**config.mk**
```make
export PLATFORM = sky130hd
export DESIGN_NAME = alarm_tick_scheduler
export DESIGN_NICKNAME = d
export VERILOG_FILES = /design/src/rtl/alarm_tick_scheduler.sv
export SDC_FILE = /design/constraint.sdc
export NUM_CORES = 1
export LEC_CHECK = 0
export ABC_AREA = 0
export BUFFER_PORTS_ARGS = -buffer_cell sky130_fd_sc_hd__buf_2
export CORE_ASPECT_RATIO = 2
export CORE_MARGIN = 4
export CORE_UTILIZATION = 27
export CTS_CLUSTER_DIAMETER = 100
export DETAILED_ROUTE_END_ITERATION = 8
export PLACE_DENSITY = 0.48
export SKIP_CTS_REPAIR_TIMING = 1
export SLEW_MARGIN = 20
export SYNTH_ARGS = -nofsm -noshare
export SYNTH_HDL_FRONTEND = slang
export SYNTH_SLANG_ARGS = --single-unit
```
**constraint.sdc**
```tcl
create_clock -name clk -period 2.3 [get_ports clk]
set_input_delay 0.23 -clock clk [delete_from_list [all_inputs] [get_ports clk]]
set_output_delay 0.23 -clock clk [all_outputs]
set_load 0.02 [all_outputs]
```
**src/rtl/alarm_tick_scheduler.sv**
```systemverilog
// Shared-prescaler timebase for the alarm clock: scan/second/fast-advance strobes,
// blink level, and the RUN/PAUSE/SET mode FSM that routes time-advance ticks.
module alarm_tick_scheduler #(
    parameter int BASE_DIV = 100000,
    parameter int SEC_DIV  = 1000,
    parameter int SET_DIV  = 250
) (
    input  logic       clk,
    input  logic       rst,
    input  logic       run,
    input  logic       set_mode,
    input  logic       resync,
    output logic       scan_tick,
    output logic       sec_tick,
    output logic       adv_tick,
    output logic       blink,
    output logic [1:0] state
);

    localparam int BW  = $clog2(BASE_DIV);
    localparam int SW  = $clog2(SEC_DIV);
    localparam int ADW = (SET_DIV > 1) ? $clog2(SET_DIV) : 1;

    localparam logic [BW-1:0]  BASE_MAX = BW'(BASE_DIV - 1);
    localparam logic [SW-1:0]  SEC_MAX  = SW'(SEC_DIV - 1);
    localparam logic [SW-1:0]  SEC_HALF = SW'(SEC_DIV / 2);
    localparam logic [ADW-1:0] ADV_MAX  = ADW'(SET_DIV - 1);

    typedef enum logic [1:0] {
        ST_PAUSE = 2'b00,
        ST_RUN   = 2'b01,
        ST_SET   = 2'b10
    } state_t;

    state_t         state_q, state_d;
    logic [BW-1:0]  base_cnt, base_d;
    logic [SW-1:0]  sub_cnt, sub_d;
    logic [ADW-1:0] adv_cnt, adv_d;
    logic           entry_pend, entry_pend_d;
    logic           strobe, set_entry, set_to_run;
    logic           scan_d, sec_d, adv_tick_d, blink_d;

    always_ff @(posedge clk or negedge rst) begin
        if (!rst) state_q <= ST_PAUSE;
        else      state_q <= state_d;
    end

    always_comb begin
        state_d = ST_PAUSE;
        if (set_mode)  state_d = ST_SET;
        else if (run)  state_d = ST_RUN;
    end

    assign strobe     = (base_cnt == BASE_MAX);
    assign set_entry  = (state_q != ST_SET) && (state_d == ST_SET);
    assign set_to_run = (state_q == ST_SET) && (state_d == ST_RUN);

    // Later assignments win: mode-transition clears override counting,
    // and resync overrides everything.
    always_comb begin
        base_d = strobe ? '0 : base_cnt + 1'b1;
        sub_d  = sub_cnt;
        adv_d  = adv_cnt;
        if (strobe && state_q != ST_PAUSE)
            sub_d = (sub_cnt == SEC_MAX) ? '0 : sub_cnt + 1'b1;
        if (strobe && state_q == ST_SET)
            adv_d = (adv_cnt == ADV_MAX) ? '0 : adv_cnt + 1'b1;
        if (set_to_run) sub_d = '0;
        if (set_entry)  adv_d = '0;
        if (resync) begin
            base_d = '0;
            sub_d  = '0;
            adv_d  = '0;
        end
    end

    always_comb begin
        scan_d       = strobe && !resync;
        sec_d        = strobe && (sub_cnt == SEC_MAX) && (state_q == ST_RUN) && !resync;
        // The entry pulse lands one cycle after state shows SET.
        adv_tick_d   = (state_q == ST_SET) && !resync &&
                       (entry_pend || (strobe && adv_cnt == ADV_MAX));
        entry_pend_d = set_entry && !resync;
        blink_d      = (state_d == ST_PAUSE) || (sub_d < SEC_HALF);
    end

    always_ff @(posedge clk or negedge rst) begin
        if (!rst) begin
            base_cnt   <= '0;
            sub_cnt    <= '0;
            adv_cnt    <= '0;
            entry_pend <= 1'b0;
            scan_tick  <= 1'b0;
            sec_tick   <= 1'b0;
            adv_tick   <= 1'b0;
            blink      <= 1'b1;
        end else begin
            base_cnt   <= base_d;
            sub_cnt    <= sub_d;
            adv_cnt    <= adv_d;
            entry_pend <= entry_pend_d;
            scan_tick  <= scan_d;
            sec_tick   <= sec_d;
            adv_tick   <= adv_tick_d;
            blink      <= blink_d;
        end
    end

    assign state = state_q;

endmodule

```
Word-level counts from Yosys, hierarchy flattened:

Cells that the tools add are included.

* magnitude comparators: 1
* multiplexer cells: 12
* equal/unequal tests: 8
* add/sub/neg operators: 3
* reductions and logical operators: 18

Operators by type and width (number)
* 10-bit two-way mux: 4
* 17-bit two-way mux: 2
* 8-bit two-way mux: 4
* 17-bit by 1-bit adder with 17-bit output (second input constant): 1
* 17-bit == test (second input constant): 1
* 1-bit logical AND: 12
* 10-bit by 1-bit adder with 10-bit output (second input constant): 1
* 10-bit == test (second input constant): 1
* 10-bit by 9-bit less-than comparator with 1-bit output (second input constant): 1
* 8-bit by 1-bit adder with 8-bit output (second input constant): 1
* 8-bit == test (second input constant): 1
* 2-bit by 1-bit == test with 1-bit output (second input constant): 2
* 2-bit == test (second input constant): 2
* 3-bit nonzero test: 1
* 2-bit zero test: 1
* 1-bit logical OR: 2
* 2-bit two-way mux: 1
* 2-bit != test (second input constant): 1
* 2-bit nonzero test: 1
* 1-bit zero test: 1
* 1-bit two-way mux: 1

* word-level logic and storage cells: 51
* output and inout bits: 6
* input bits: 5
* register bits after elaboration: 42

Logic depth before layout (Yosys ltp):

* depth in word-level cells: 8
* mapped depth: 10
* gate-level depth less buffers: 8

Worst setup path after synthesis:

No wires, ideal clock.

* path kind: reg2reg
* start: register base_cnt[0]
* end: register blink
* library setup time: 0.083 ns
* buffers on the path: 1
* period minus slack after synthesis: 2.182 ns
* data required time: 2.217 ns
* arrival time: 2.099 ns
* cell stages (with the launch flop): 10
* path slack: 0.118 ns
* cell sequence: dfrtp_1 -> ha_1 -> and4_1 -> nand4_2 -> or2_0 -> buf_2 -> or4_4 -> nand3_2 -> o32a_1 -> o21ai_1

* longest elaborated chain between the ends: 7

Ends and longest elaborated chain
* start: declaration: line 36 `logic [BW-1:0] base_cnt, base_d;`
* start signal: assignment: line 98 `base_cnt <= base_d;`
* 17-bit == test: line 54 `assign strobe = (base_cnt == BASE_MAX);`
* 1-bit logical AND: line 64 `if (strobe && state_q != ST_PAUSE)`
* 10-bit two-way mux: line 64
* 10-bit two-way mux: line 68 `if (set_to_run) sub_d = '0;`
* 10-bit two-way mux: line 70 `if (resync) begin`
* 10-bit by 9-bit less-than comparator with 1-bit output: line 84 `blink_d = (state_d == ST_PAUSE) || (sub_d < SEC_HALF);`
* 1-bit logical OR: line 84
* via blink_d: line 41 `logic scan_d, sec_d, adv_tick_d, blink_d;`
* end signal: assignment: line 105 `blink <= blink_d;`
* end: declaration: line 16 `output logic blink,`

The timed path passes the listed nets, and every way through them passes these cells.
A chain may end at the register's enable or synchronous reset.

Final worst setup path:

* start: register sub_cnt[0]
* end: register blink

* longest elaborated chain between the ends: 7
* elaborated cells on any way between the ends: 8
* classes of those cells: add/sub: 1; order compare: 1; eq/ne: 1; mux: 4; reduce/logical: 1

Ends and longest elaborated chain
* start: declaration: line 37 `logic [SW-1:0] sub_cnt, sub_d;`
* start signal: assignment: line 99 `sub_cnt <= sub_d;`
* 10-bit by 1-bit adder with 10-bit output / 10-bit == test (equally long branches): line 65 `sub_d = (sub_cnt == SEC_MAX) ? '0 : sub_cnt + 1'b1;`
* 10-bit two-way mux: line 65
* 10-bit two-way mux *: line 64
* 10-bit two-way mux *: line 68
* 10-bit two-way mux *: line 70
* 10-bit by 9-bit less-than comparator with 1-bit output *: line 84
* 1-bit logical OR *: line 84
* via blink_d: line 41

Mark *: on every way through the listed nets, which the timed path passes. The rest lies on a longest branch.

==> run_results.csv <==
group,metric,value,unit
synth,synth_flop_cell,"dfrtp_1",
grt,grt_pass1_wl,7.672,mm
placement,dp_hpwl,3.366,mm
sta,clock_skew,0.01120,ns
route,vias,1617,
critical_path,cp_slowest_stage_delay,0.41,ns
critical_path,end_kind,"register",
sta,hold_viol,0,
synth,synth-edff-count,0,
route,drt-total-wl,4.500,mm
die,fp-row-count,45,
critical_path,crit_path_max_fanout,6,
route,viasPerCell,4.756,
clock_network,numCtsBuffers,5,
synth,ys_seq_area_share,50.27,%
route,drcViolationCount,0,
clock_network,cts_root_buffer,"clkbuf_16",
placement,dpl.cell_count,330,
placement,gp_congestion,0.7864,
critical_path,path_cells,"ha_1, and2_1, and4_1, buf_4, a31oi_1, o21ai_0, a22o_1, nor4_1, o21ai_1",
synth,synth_cell_types,44,
die,dieArea,9311,µm²
sta,tns,0,ns
die,initial_core_util,27.54,%
route,detail_route.iter0.violations,80,
die,die_y,132.5,µm
grt,grt_max_degree,25,
route,wire_per_inst,13.24,µm
synth,async_reset_ff_share,100.0,%
grt,grt_pass1_vias,1616,
synth,ys_warn_count,0,
grt,antenna_found_initial,0,
final_layout,synthToLayoutAreaGrowth,19.90,%
synth,postSynthAreaPerCell,9.515,µm²
clock_network,cts_buffer_depth,2,
grt,grt_remaining_overflow,0,
synth,synth_fp_nets,229,
synth,synthCells,220,
clock_network,clock-sinks,42,
final_layout,drive_gt1_share,16.26,%
min_path,hold_class,"in2reg",
critical_path,cp_slowest_cell,"dfrtp_1",
placement,io_buffers,10,
final_layout,final_cells,340,
sta,slew_headroom,70.86,%
clock_network,cts.htree.levels,2,
sta,setup_viol,0,
power_and_ir_drop,irDropWorstVdd,313.5,µV
route,first_pass_iters,4,
synth,syn_area,2093,µm²
critical_path,cp-start-kind,"register",
route,drtAntennaViolNets,0,
power_and_ir_drop,p_per_area,647.2,nW/µm²
die,num_io_pins,11,
sta,slew_viol_final,0,
critical_path,critical_path_class,"reg2reg",
critical_path,worstPathRequired,2.52,ns
sta,worstMarginPinSlew,0.4371,ns
clock_network,clock_latency,0.29,ns
critical_path,cp.arrival,2.37,ns
synth,synth-seq-cells,42,
final_layout,antennaDiodeCount,0,
power_and_ir_drop,p_total,1.625,mW
sta,fin_crit_sh,93.78,%
final_layout,layout.nets,254,
grt,grt_use_total,10.41,%
sta,max_freq,463.6,MHz
outcome,status,"finished, final reports clean",
die,die_x,70.26,µm
flow_run,max_cap_violations,0,
clock_network,clkTransAtPathRegs,0.07,ns
power_and_ir_drop,p_leak,1.098,nW
die,core,7601,µm²
clock_network,cts_tree,"yes",
sta,whs,0.1050,ns
sta,fin_crit,2.157,ns
## final timing paths
path                                        startpoint                    to  depth (start not counted)  slack, ns
min in group asynchronous                          rst  sub_cnt[5]$_DFF_PN0_                          2       0.40
worst max register to register  sub_cnt[0]$_DFFE_PN0P_       blink$_DFF_PN1_                          9       0.14
worst min register to register    entry_pend$_DFF_PN0_    adv_tick$_DFF_PN0_                          2       0.50
worst min-delay path                          set_mode    state[1]$_DFF_PN0_                          1       0.10
max in group asynchronous                          rst       blink$_DFF_PN1_                          3       1.17
worst max-delay path            sub_cnt[0]$_DFFE_PN0P_       blink$_DFF_PN1_                          9       0.14
## worst max-delay path: cells and delay by family, from the launching register on
kind | cells | cell delay (ns)
buf+inv | 1 | 0.17
flops | 1 | 0.41
fa+ha+maj | 1 | 0.24
compound gates | 4 | 0.60
simple gates | 3 | 0.66
## routing by layer
layer | up-vias | share of wire [%] | wire, µm | global-route usage [%]
met5 | - | 0 | 0 | 0
met4 | 0 | 2.6 | 118 | 5.224
li1 | 813 | - | - | -
met3 | 10 | 2.5 | 113 | 2.510
met1 | 778 | 39 | 1749 | 10.60
met2 | 16 | 56 | 2519 | 19.15
## cells in the final DEF (no fill, tap or decap), types with 2 or more instances in the layout
cell type  synthesis  routed
inv_1              5       5
nor4_1             2       2
and4_1             3       2
buf_4              0      13
o21ai_1            1       2
a21oi_2            1       2
xor2_1            14      14
nand3_1            9       9
nand4_1            7       7
o21ai_0           10       9
a31oi_1            2       2
and4b_1            2       2
dfrtp_1           41      41
ha_1               4       4
clkbuf_16          0       5
xnor2_1            5       5
nand2_1           23      23
nor2b_1            4       4
and3_1             4       4
or3_1              5       5
nor3_1             4       4
a21oi_1           11      10
nor2_1            37      37
o21a_1             2       2
buf_2              1      10
## cell usage after synthesis (2+ instances only)
cell type	number	area, µm²
and4_1	3	26.28
and3_1	4	25.02
xor2_1	14	122.6
nand4_1	7	43.79
a31oi_1	2	12.51
nor2_1	37	138.9
nor4_1	2	12.51
nor2b_1	4	25.02
and4b_1	2	20.02
inv_1	5	18.77
xnor2_1	5	43.79
nand3_1	9	45.04
o21a_1	2	15.01
or3_1	5	31.28
ha_1	4	50.05
a21oi_1	11	55.05
clkbuf_1	3	11.26
o21ai_0	10	50.05
nand2_1	23	86.33
nor3_1	4	20.02
dfrtp_1	41	1026
## cell families (layout without fill, tap and decap cells)
logic type | after synthesis | count (layout) | share of synthesized area (%)
DFF | 42 | 42 | 50.27
xor gates and xnor gates | 19 | 19 | 7.950
muxes | 1 | 1 | 0.4782
buffers and inverters | 11 | 37 | 2.391
AOI/OAI and AO/OA | 33 | 33 | 9.384
and+or+nand+nor | 110 | 110 | 27.14
adders and majority gates | 4 | 4 | 2.391
## flip-flops by register name, summed over array words and instances, names as in the netlist
signal,count
blink,1
sub_cnt,10
sec_tick,1
scan_tick,1
base_cnt,17
adv_tick,1
adv_cnt,8
state,2
entry_pend,1
## report_power, final
group / switching, mW / internal [mW] / total [mW]
Clock: 0.295 / 0.513 / 0.808
Sequential: 0.00584 / 0.746 / 0.752
Combinational: 0.0443 / 0.0205 / 0.0648
Total: 0.345 / 1.28 / 1.62
## layout make-up
type | instances | area (µm²)
multi-input cells | 167 | 997.2
well taps | 94 | 117.6
fillers | 800 | 5091
flip-flops and latches | 42 | 1052
inverters | 5 | 18.77
repair buffers | 24 | 157.7
clock buffers | 6 | 128.9
clock inverters | 2 | 37.54
## stage by stage
step                instance area (µm²)  setup WS, ns  util (%)
floorplan                          2093        0.1178         -
global placement                   2320        0.1583     30.52
detailed placement                 2320        0.1213     30.52
CTS                                2486        0.1101     32.71
global route                       2510     -0.008088     33.02
finish                             2510        0.1430     33.02
Note: power is estimated with default switching activity, not from simulation.
